File: config.mk
export PLATFORM = sky130hd
export DESIGN_NAME = fixed_latency_rv_collector
export DESIGN_NICKNAME = d
export VERILOG_FILES = /design/src/rtl/fixed_latency_rv_collector.sv
export SDC_FILE = /design/constraint.sdc
export NUM_CORES = 1
export LEC_CHECK = 0
export BUFFER_PORTS_ARGS = -buffer_cell sky130_fd_sc_hd__buf_4
export CAP_MARGIN = 15
export CELL_PAD_IN_SITES_DETAIL_PLACEMENT = 1
export CELL_PAD_IN_SITES_GLOBAL_PLACEMENT = 2
export CORE_UTILIZATION = 47
export DETAILED_ROUTE_END_ITERATION = 8
export PLACE_DENSITY = 0.91
export SLEW_MARGIN = 5
export SYNTH_ARGS = -nofsm -noshare
export SYNTH_HDL_FRONTEND = slang
export SYNTH_SLANG_ARGS = --single-unit
File: constraint.sdc
create_clock -name clk -period 5.3 [get_ports clk]
set_clock_uncertainty 0.15 [all_clocks]
set_input_delay 0.265 -clock clk [delete_from_list [all_inputs] [get_ports clk]]
set_output_delay 0.265 -clock clk [all_outputs]
set_load 0.01 [all_outputs]
File: src/rtl/fixed_latency_rv_collector.sv
// Ready/valid front end for a fixed-latency pipelined stage. A valid shift register
// tracks issues, and a credit-protected FIFO holds results until downstream takes them.
module fixed_latency_rv_collector #(
  parameter int DATA_W  = 32,
  parameter int LATENCY = 6,
  parameter int DEPTH   = 8,
  parameter int CNT_W   = $clog2(DEPTH + 1)
) (
  input  logic              clk,
  input  logic              rst,
  input  logic              in_valid,
  output logic              in_ready,
  output logic              stage_issue,
  input  logic [DATA_W-1:0] stage_result,
  output logic              out_valid,
  output logic [DATA_W-1:0] out_data,
  input  logic              out_ready,
  output logic [CNT_W-1:0]  inflight,
  output logic [CNT_W-1:0]  occupancy
);

  localparam int PTR_W = (DEPTH > 1) ? $clog2(DEPTH) : 1;

  logic [LATENCY-1:0] r_vsr;
  logic [DATA_W-1:0]  r_mem [DEPTH];
  logic [PTR_W-1:0]   r_wr_ptr;
  logic [PTR_W-1:0]   r_rd_ptr;
  logic [CNT_W-1:0]   r_inflight;
  logic [CNT_W-1:0]   r_occupancy;
  logic [CNT_W:0]     w_credit_used;
  logic               w_arrive;
  logic               w_pop;

  function automatic logic [PTR_W-1:0] ptr_inc(input logic [PTR_W-1:0] p);
    return (p == PTR_W'(DEPTH - 1)) ? '0 : p + PTR_W'(1);
  endfunction

  // Every issued op owns a FIFO slot from issue until pop, so capture can never overrun.
  assign w_credit_used = {1'b0, r_inflight} + {1'b0, r_occupancy};
  assign in_ready      = ~rst & (w_credit_used < (CNT_W + 1)'(DEPTH));
  assign stage_issue   = in_valid & in_ready;
  assign w_arrive      = r_vsr[LATENCY-1];
  assign out_valid     = (r_occupancy != '0);
  assign out_data      = r_mem[r_rd_ptr];
  assign w_pop         = out_valid & out_ready;
  assign inflight      = r_inflight;
  assign occupancy     = r_occupancy;

  always_ff @(posedge clk) begin
    if (rst) begin
      r_vsr <= '0;
    end else begin
      r_vsr <= (r_vsr << 1) | LATENCY'(stage_issue);
    end
  end

  always_ff @(posedge clk) begin
    if (!rst && w_arrive) begin
      r_mem[r_wr_ptr] <= stage_result;
    end
  end

  always_ff @(posedge clk) begin
    if (rst) begin
      r_wr_ptr    <= '0;
      r_rd_ptr    <= '0;
      r_inflight  <= '0;
      r_occupancy <= '0;
    end else begin
      if (w_arrive) begin
        r_wr_ptr <= ptr_inc(r_wr_ptr);
      end
      if (w_pop) begin
        r_rd_ptr <= ptr_inc(r_rd_ptr);
      end
      unique case ({stage_issue, w_arrive})
        2'b10:   r_inflight <= r_inflight + CNT_W'(1);
        2'b01:   r_inflight <= r_inflight - CNT_W'(1);
        default: r_inflight <= r_inflight;
      endcase
      unique case ({w_arrive, w_pop})
        2'b10:   r_occupancy <= r_occupancy + CNT_W'(1);
        2'b01:   r_occupancy <= r_occupancy - CNT_W'(1);
        default: r_occupancy <= r_occupancy;
      endcase
    end
  end

  a_credit_bound: assert property (@(posedge clk) disable iff (rst)
    w_credit_used <= (CNT_W + 1)'(DEPTH));

  a_no_full_capture: assert property (@(posedge clk) disable iff (rst)
    !(w_arrive && (r_occupancy == CNT_W'(DEPTH))));

endmodule

==> summary.md, run 1 <==
| Metric | Value |
|---|---|
| Status | `finished clean` |
| CP bufs+invs | `1` |
| F_max | `293 MHz` |
| Crit path required time | `5.62 ns` |
| Yosys reg bits | `279` |
| Syn avg cell area | `22.0 sq um` |
| Total CTS buffers | `30` |
| Die span in x | `154 microns` |
| Core area | `22,600 sq um` |
| Chip height | `154 microns` |
| Synth-to-layout area growth | `21.0%` |
| CTS H-tree lvls | `1` |
| CP Class | `reg2reg` |
| WL met1 | `9.60 mm` |
| Nets | `683` |
| Pwr Total | `4.48 mW` |
| TritonCTS Sinks | `279` |
| Non-Filler Instances | `940` |
| Number of max-cap violations | `0` |
| CTS tree | `done` |
| Clk Latency, worst-skew pair | `0.53 ns` |
| First-pass GRT wire length | `33.7 mm` |
| CP Max Fanout | `5` |
| Gate Count Post-Synth | `494` |
| Distinct cells, synth | `31` |
| Root buf cell | `clkbuf_16` |
| Post-Syn Area | `10,900 sq um` |
| CP Launch Type | `flop` |
| Worst path slowest cell | `or4_1` |
| CP top delay family | `simple AND/OR/NAND/NOR gates` |
| Sequential-to-total area share from yosys stat | `74.9%` |
| # rows | `55` |
| Routed Antenna Nets | `0` |
| Placed cell count | `848` |
| Gp weighted congestion | `0.720` |
| Initial Util | `48.0%` |
| Max Transition Viols Final | `0` |
| Largest net degree at the start of global routing | `65` |
| Setup WS pre-CTS | `1.91 ns` |
| WL met2 | `11.3 mm` |
| Top Layer Used | `met4` |
| Final Setup Violations | `0` |
| Rel. slew slack | `29.3%` |
| Vias in the first global route | `5,790` |
| Pwr/cell area | `340 nW/um^2` |
| Overflow after GRT | `0` |
| CP most frequent cell | `a21oi_1` |
| Number of top-level pins | `79` |
| DR WL/cell | `23.7 microns` |
| Clock Path Buffers | `3` |
| Clock Pin Slew Worst Setup and Hold Paths | `0.06 ns` |
| Vias per cell | `5.60` |
| Slowest stage delay, CP | `0.51 ns` |
| Pleak | `4.38 nW` |
| Finished Core Util | `58.1%` |
| HPWL after DPL | `12.7 mm` |
| WP data arrival | `3.73 ns` |
| Remaining DRCs | `0` |
| Yosys warnings | `0` |
| Setup Fix Bufs, Post-CTS | `0` |
| Final period util | `64.4%` |
| Worst-path cell chain | `ha_1, or4_1, a21oi_1, and2_1, inv_1, ha_1, ha_1, a21oi_1, a21oi_1, or4_1, a21oi_1` |
| Ant diodes | `0` |
| CP endpoint kind | `flop` |
| Setup TNS | `0 ns` |
| I/O Buffers | `78` |
| Hold Path Class | `reg2reg` |
| Iteration-0 DRC Markers | `325` |
| Final wirelength | `22.3 mm` |
| Post-Syn Nets | `545` |
| Vias | `5,262` |
| Worst slew pin tran | `1.06 ns` |
| Maximum vdd drop | `0.000234 V` |
| Global Route Usage Sum | `19.2%` |
| Post-route setup slack | `1.89 ns` |
| Met3 WL | `1.04 mm` |
| Share of post-route cells with drive strength above 1 | `30.5%` |
| Tmin final | `3.41 ns` |
| Unrepaired setup endpoints after global routing | `no` |
| First-pass DRT Iterations | `4` |
| Die area | `23,800 sq um` |
| Initial antenna violation count | `0` |
| Final hold violations | `0` |
cells in the mapped netlist, drive strengths merged:
cell type	n	share of area (%)
edfxtp	256	71
mux4	64	15
mux2	32	3.3
dfxtp	23	4.2
nor2	21	0.72
a21oi	15	0.69
buf	14	0.98
ha	13	1.5
inv	9	0.31
nand2	7	0.24
clkbuf	6	0.21
nor2b	5	0.29
or4	4	0.31
xor2	4	0.32
nand3	3	0.14
and2	2	0.12
and3	2	0.12
fa	2	0.37
mux2i	2	0.18
nor4	2	0.12
o31ai	2	0.14
a31o	1	0.081
nand2b	1	0.058
nand3b	1	0.069
nand4b	1	0.081
nor3	1	0.046
or3	1	0.058
logic make-up after synthesis:
group | Yosys count | synth area share [%]
flip-flops | 279 | 74.9
multiplexers | 98 | 18.1
AND/OR/NAND/NOR | 51 | 2.36
buffers and inverters | 29 | 1.50
AO/OA/AOI/OAI | 18 | 0.909
adder cells (fa/ha/maj) | 15 | 1.86
XOR/XNOR | 4 | 0.322
where the power goes:
part	leakage, nW	internal [mW]	switching (mW)
sequential	2.49	2.40	0.00409
combinational	1.43	0.0540	0.0500
clock	0.462	1.16	0.809
total	4.38	3.61	0.863
placed cells by master, fill, tap and decap left out, types with 3 or more instances in the layout:
master and n:
a21oi_1 15, buf_4 89, clkbuf_1 5, clkbuf_16 31
clkinv_1 9, clkinv_2 7, dfxtp_1 20, dlygate4sd3_1 36
edfxtp_1 256, ha_1 13, inv_1 9, mux2_2 32
mux4_1 40, mux4_2 24, nand2_1 7, nand3_1 3
nor2_1 15, nor2_4 6, nor2b_1 5, or4_1 3
xor2_1 4
state kept, by name (all words and copies together) (netlist names), named ones only:
signal,flops
r_mem,256
r_wr_ptr,3
r_rd_ptr,3
r_vsr,6
inflight,4
occupancy,4
stage by stage:
| step | hold slack (ns) | instance area, sq um |
|---|---|---|
| final | 0.290 | 13200 |
| after CTS | 0.297 | 13100 |
| after floorplan | 0.187 | 10900 |
| after global routing | 0.314 | 13200 |
| after detailed placement | 0.283 | 11800 |
| after global placement | 0.271 | 11800 |
worst register-to-register path, stage by stage (launching register included):
cell and delay, ns:
dfxtp_1 0.40, ha_1 0.25, or4_1 0.51, a21oi_1 0.24, and2_1 0.21, inv_1 0.05, ha_1 0.23, ha_1 0.34
a21oi_1 0.22, a21oi_1 0.12, or4_1 0.47, a21oi_1 0.15
timing repair:
item | in CTS | in global routing
resized for setup | 0 | 0
hold endpoints to repair | 279 | 0
hold buffers | 36 | 0
per-layer routing:
layer	track usage, %	vias to the layer above
met1	24.9	2757
met5	0	-
met4	5.24	0
met2	33.7	132
li1	-	2348
met3	3.18	25
final cells by class:
| type | instances | area [sq um] |
|---|---|---|
| clock buffer | 36 | 795 |
| clock inverter | 19 | 138 |
| tap | 285 | 357 |
| sequential | 279 | 8150 |
| inverter | 9 | 33.8 |
| timing repair buffer | 126 | 1060 |
| multi-input combinational | 186 | 2620 |
| fill | 1931 | 9490 |
path summary, 6_finish.rpt:
| kind | start | to | slack (ns) | cells after the start |
|---|---|---|---|---|
| worst max register to register | occupancy[3] | inflight[3] | 1.89 | 11 |
| worst min register to register | r_vsr[0] | r_vsr[1] | 0.29 | 1 |
| worst max-delay path | occupancy[3] | inflight[3] | 1.89 | 11 |
| worst min-delay path | r_vsr[0] | r_vsr[1] | 0.29 | 1 |
Power figures use the tool's default switching activity.
==> inputs of run 2 (changes only) <==
==> constraint.sdc (replaced) <==
create_clock -name clk -period 3.6 [get_ports clk]
set_clock_uncertainty 0.15 [all_clocks]
set_input_delay 0.18 -clock clk [delete_from_list [all_inputs] [get_ports clk]]
set_output_delay 0.18 -clock clk [all_outputs]
set_load 0.01 [all_outputs]
==> run 2 against run 1 <==
Net effect:
- clock power increased by 41%
- via count about the same
- worst setup slack got worse by 1.7 ns
- core utilization about the same
- total power increased by 45%
- sequential share of layout area about the same
- maximum frequency increased by 0.52%
- critical path type unchanged
- first-iteration DRC count decreased by 6.5%
- register-to-register slack got worse by 1.7 ns
==> summary.md, run 2 (synthesis results as in run 1) <==
| Metric | Value |
|---|---|
| Status | `finished clean (unchanged)` |
| Overflow after GRT | `0 (unchanged)` |
| Hold Path Cell Cnt | `2 (was 1)` |
| Reg2Reg Depth | `11 (unchanged)` |
| CTS tree | `done (unchanged)` |
| Routed Antenna Nets | `0 (unchanged)` |
| Pint | `5.23 mW (was 3.61 mW)` |
| Largest net degree at the start of global routing | `38 (was 65)` |
| Final period util | `94.3% (was 64.4%)` |
| Nets | `684 (was 683)` |
| Chip height | `154 microns (unchanged)` |
| Root buf cell | `clkbuf_16 (unchanged)` |
| Setup Fix Bufs, Post-CTS | `0 (unchanged)` |
| Pleak | `4.36 nW (was 4.38 nW)` |
| Number of flip-flops in the largest register | `256 (unchanged)` |
| Post-cts resize count | `0 (unchanged)` |
| Hold Path Class | `in2reg (was reg2reg)` |
| Worst slew pin tran | `1.07 ns (was 1.06 ns)` |
| Logic pwr share | `2.3% (about the same)` |
| Die span in x | `154 microns (unchanged)` |
| Most common cell after layout, fill and taps aside | `edfxtp_1 (unchanged)` |
| Clk pwr share | `42.9% (was 43.9%)` |
| CP Max Fanout | `5 (unchanged)` |
| Number of max-cap violations | `0 (unchanged)` |
| Pwr/cell area | `493 nW/um^2 (was 340 nW/um^2)` |
| Final hold violations | `0 (unchanged)` |
| Placed cell areas | `11,900 sq um (was 11,800 sq um)` |
| Clk Latency, worst-skew pair | `0.53 ns (about the same)` |
| R2R setup slack | `0.21 ns (was 1.89 ns)` |
| Synth-to-layout area growth | `20.9% (was 21.0%)` |
| First-pass DRT Iterations | `4 (unchanged)` |
| CP Class | `reg2reg (unchanged)` |
| Core area | `22,600 sq um (unchanged)` |
| Hold Slack | `0.270 ns (was 0.290 ns)` |
| Share of post-route cells with drive strength above 1 | `30.9% (was 30.5%)` |
| HPWL after DPL | `13.1 mm (was 12.7 mm)` |
| WP data arrival | `3.71 ns (was 3.73 ns)` |
| Final Setup Violations | `0 (unchanged)` |
| DR WL/cell | `24.0 microns (was 23.7 microns)` |
| Vias in the first global route | `5,876 (was 5,790)` |
| Fill cell count | `1,918 (was 1,931)` |
| Reg power frac | `54.7% (was 53.8%)` |
| Total CTS buffers | `29 (was 30)` |
| Global Route Usage Sum | `19.5% (was 19.2%)` |
| CTS H-tree lvls | `1 (unchanged)` |
| Most flop-heavy register | `r_mem (unchanged)` |
| Vias | `5,260 (was 5,262)` |
| Number of top-level pins | `79 (unchanged)` |
| Post-route cell area | `13,100 sq um (was 13,200 sq um)` |
| Max Transition Viols Final | `0 (unchanged)` |
| Tmin final | `3.39 ns (was 3.41 ns)` |
| Initial antenna violation count | `1 (was 0)` |
| Die area | `23,800 sq um (unchanged)` |
| Setup TNS | `0 ns (unchanged)` |
| Final wirelength | `22.5 mm (was 22.3 mm)` |
| Sw power | `1.25 mW (was 0.863 mW)` |
| CP Launch Type | `flop (unchanged)` |
| Crit path required time | `3.91 ns (was 5.62 ns)` |
| F_max | `295 MHz (was 293 MHz)` |
| Remaining DRCs | `0 (unchanged)` |
| Unrepaired setup endpoints after global routing | `no (unchanged)` |
| CP endpoint kind | `flop (unchanged)` |
| Clock Pin Slew Worst Setup and Hold Paths | `0.06 ns (about the same)` |
| Clock Path Buffers | `3 (unchanged)` |
| I/O Buffers | `78 (unchanged)` |
| Pwr Total | `6.48 mW (was 4.48 mW)` |
| Maximum vdd drop | `0.000364 V (was 0.000234 V)` |
| Most frequent cells in the layout | `256 x edfxtp_1, 90 x buf_4, 40 x mux4_1 (was 256 x edfxtp_1, 89 x buf_4, 40 x mux4_1)` |
| TritonCTS Sinks | `279 (unchanged)` |
| Vias per cell | `5.60 (about the same)` |
| Initial Util | `48.0% (unchanged)` |
| Gp weighted congestion | `0.773 (was 0.720)` |
| Switching share of total power | `19.3% (about the same)` |
| Top Registers | `r_mem (256), r_vsr (6) (unchanged)` |
| # rows | `55 (unchanged)` |
| First-pass GRT wire length | `34.5 mm (was 33.7 mm)` |
| Rel. slew slack | `28.9% (was 29.3%)` |
| Iteration-0 DRC Markers | `304 (was 325)` |
==> run 2: cell count changes in the layout (fill, tap and decap cells not counted), sizes merged <==
| cell | change |
|---|---|
| buf | +2 |
| diode | +1 |
| clkbuf | -1 |
| clkinvlp | +2 |
| inv | -1 |
| clkinv | -4 |
==> run 2: what timing repair did <==
action / 4_1_cts / 5_1_grt
endpoints found under the setup margin: 0 / 0
hold buffers: 36 / 0
endpoints found under the hold margin: 279 / 0
==> run 2: power groups by stage <==
stage | registers (mW) | logic, mW | clock network (mW)
2_1_floorplan | 3.61 | 0.0404 | 0
3_3_place_gp | 3.61 | 0.109 | 0
3_5_place_dp | 3.61 | 0.121 | 0
4_1_cts | 3.54 | 0.153 | 2.84
5_1_grt | 3.54 | 0.166 | 2.96
6_report | 3.54 | 0.152 | 2.78
==> run 2: layout make-up <==
class                   count  area, sq um  area share, %
flip-flops and latches    279         8150           62.0
multi-input cells         186         2640           20.1
repair buffers            128         1080           8.19
clock buffers              35          748           5.69
well taps                 285          357           2.71
clock inverters            16          134           1.02
inverters                   9         33.8          0.257
diodes                      1         2.50         0.0190
==> run 2: metrics by stage <==
stage                     setup slack, ns  util (%)  cells
after floorplan                     0.328         -    494
after CTS                           0.197      58.0    938
after global routing               0.0190      58.1    939
after detailed placement            0.236      52.6    851
final                               0.205      58.1    939
after global placement              0.431      52.6    851
==> run 2: routing by layer <==
| layer | wire length [microns] | up-vias | GRT usage, % |
|---|---|---|---|
| met2 | 11500 | 109 | 34.3 |
| li1 | - | 2346 | - |
| met1 | 9790 | 2778 | 25.4 |
| met3 | 882 | 27 | 3.21 |
| met4 | 326 | 0 | 4.95 |
| met5 | 0 | - | 0 |
==> run 2: final timing paths <==
check	startpoint	endpoint
hold reg to reg	r_vsr[1]	r_vsr[2]
hold / removal	stage_result[25]	r_mem[5][25]
setup / recovery	occupancy[3]	inflight[3]
setup reg to reg	occupancy[3]	inflight[3]
==> run 2: critical path, cell delays in order (launching register included) <==
cell	delay, ns
dfxtp_1	0.41
ha_1	0.25
or4_1	0.50
a21oi_1	0.23
and2_1	0.20
inv_1	0.05
ha_1	0.23
ha_1	0.33
a21oi_1	0.22
a21oi_1	0.13
or4_1	0.48
a21oi_1	0.14
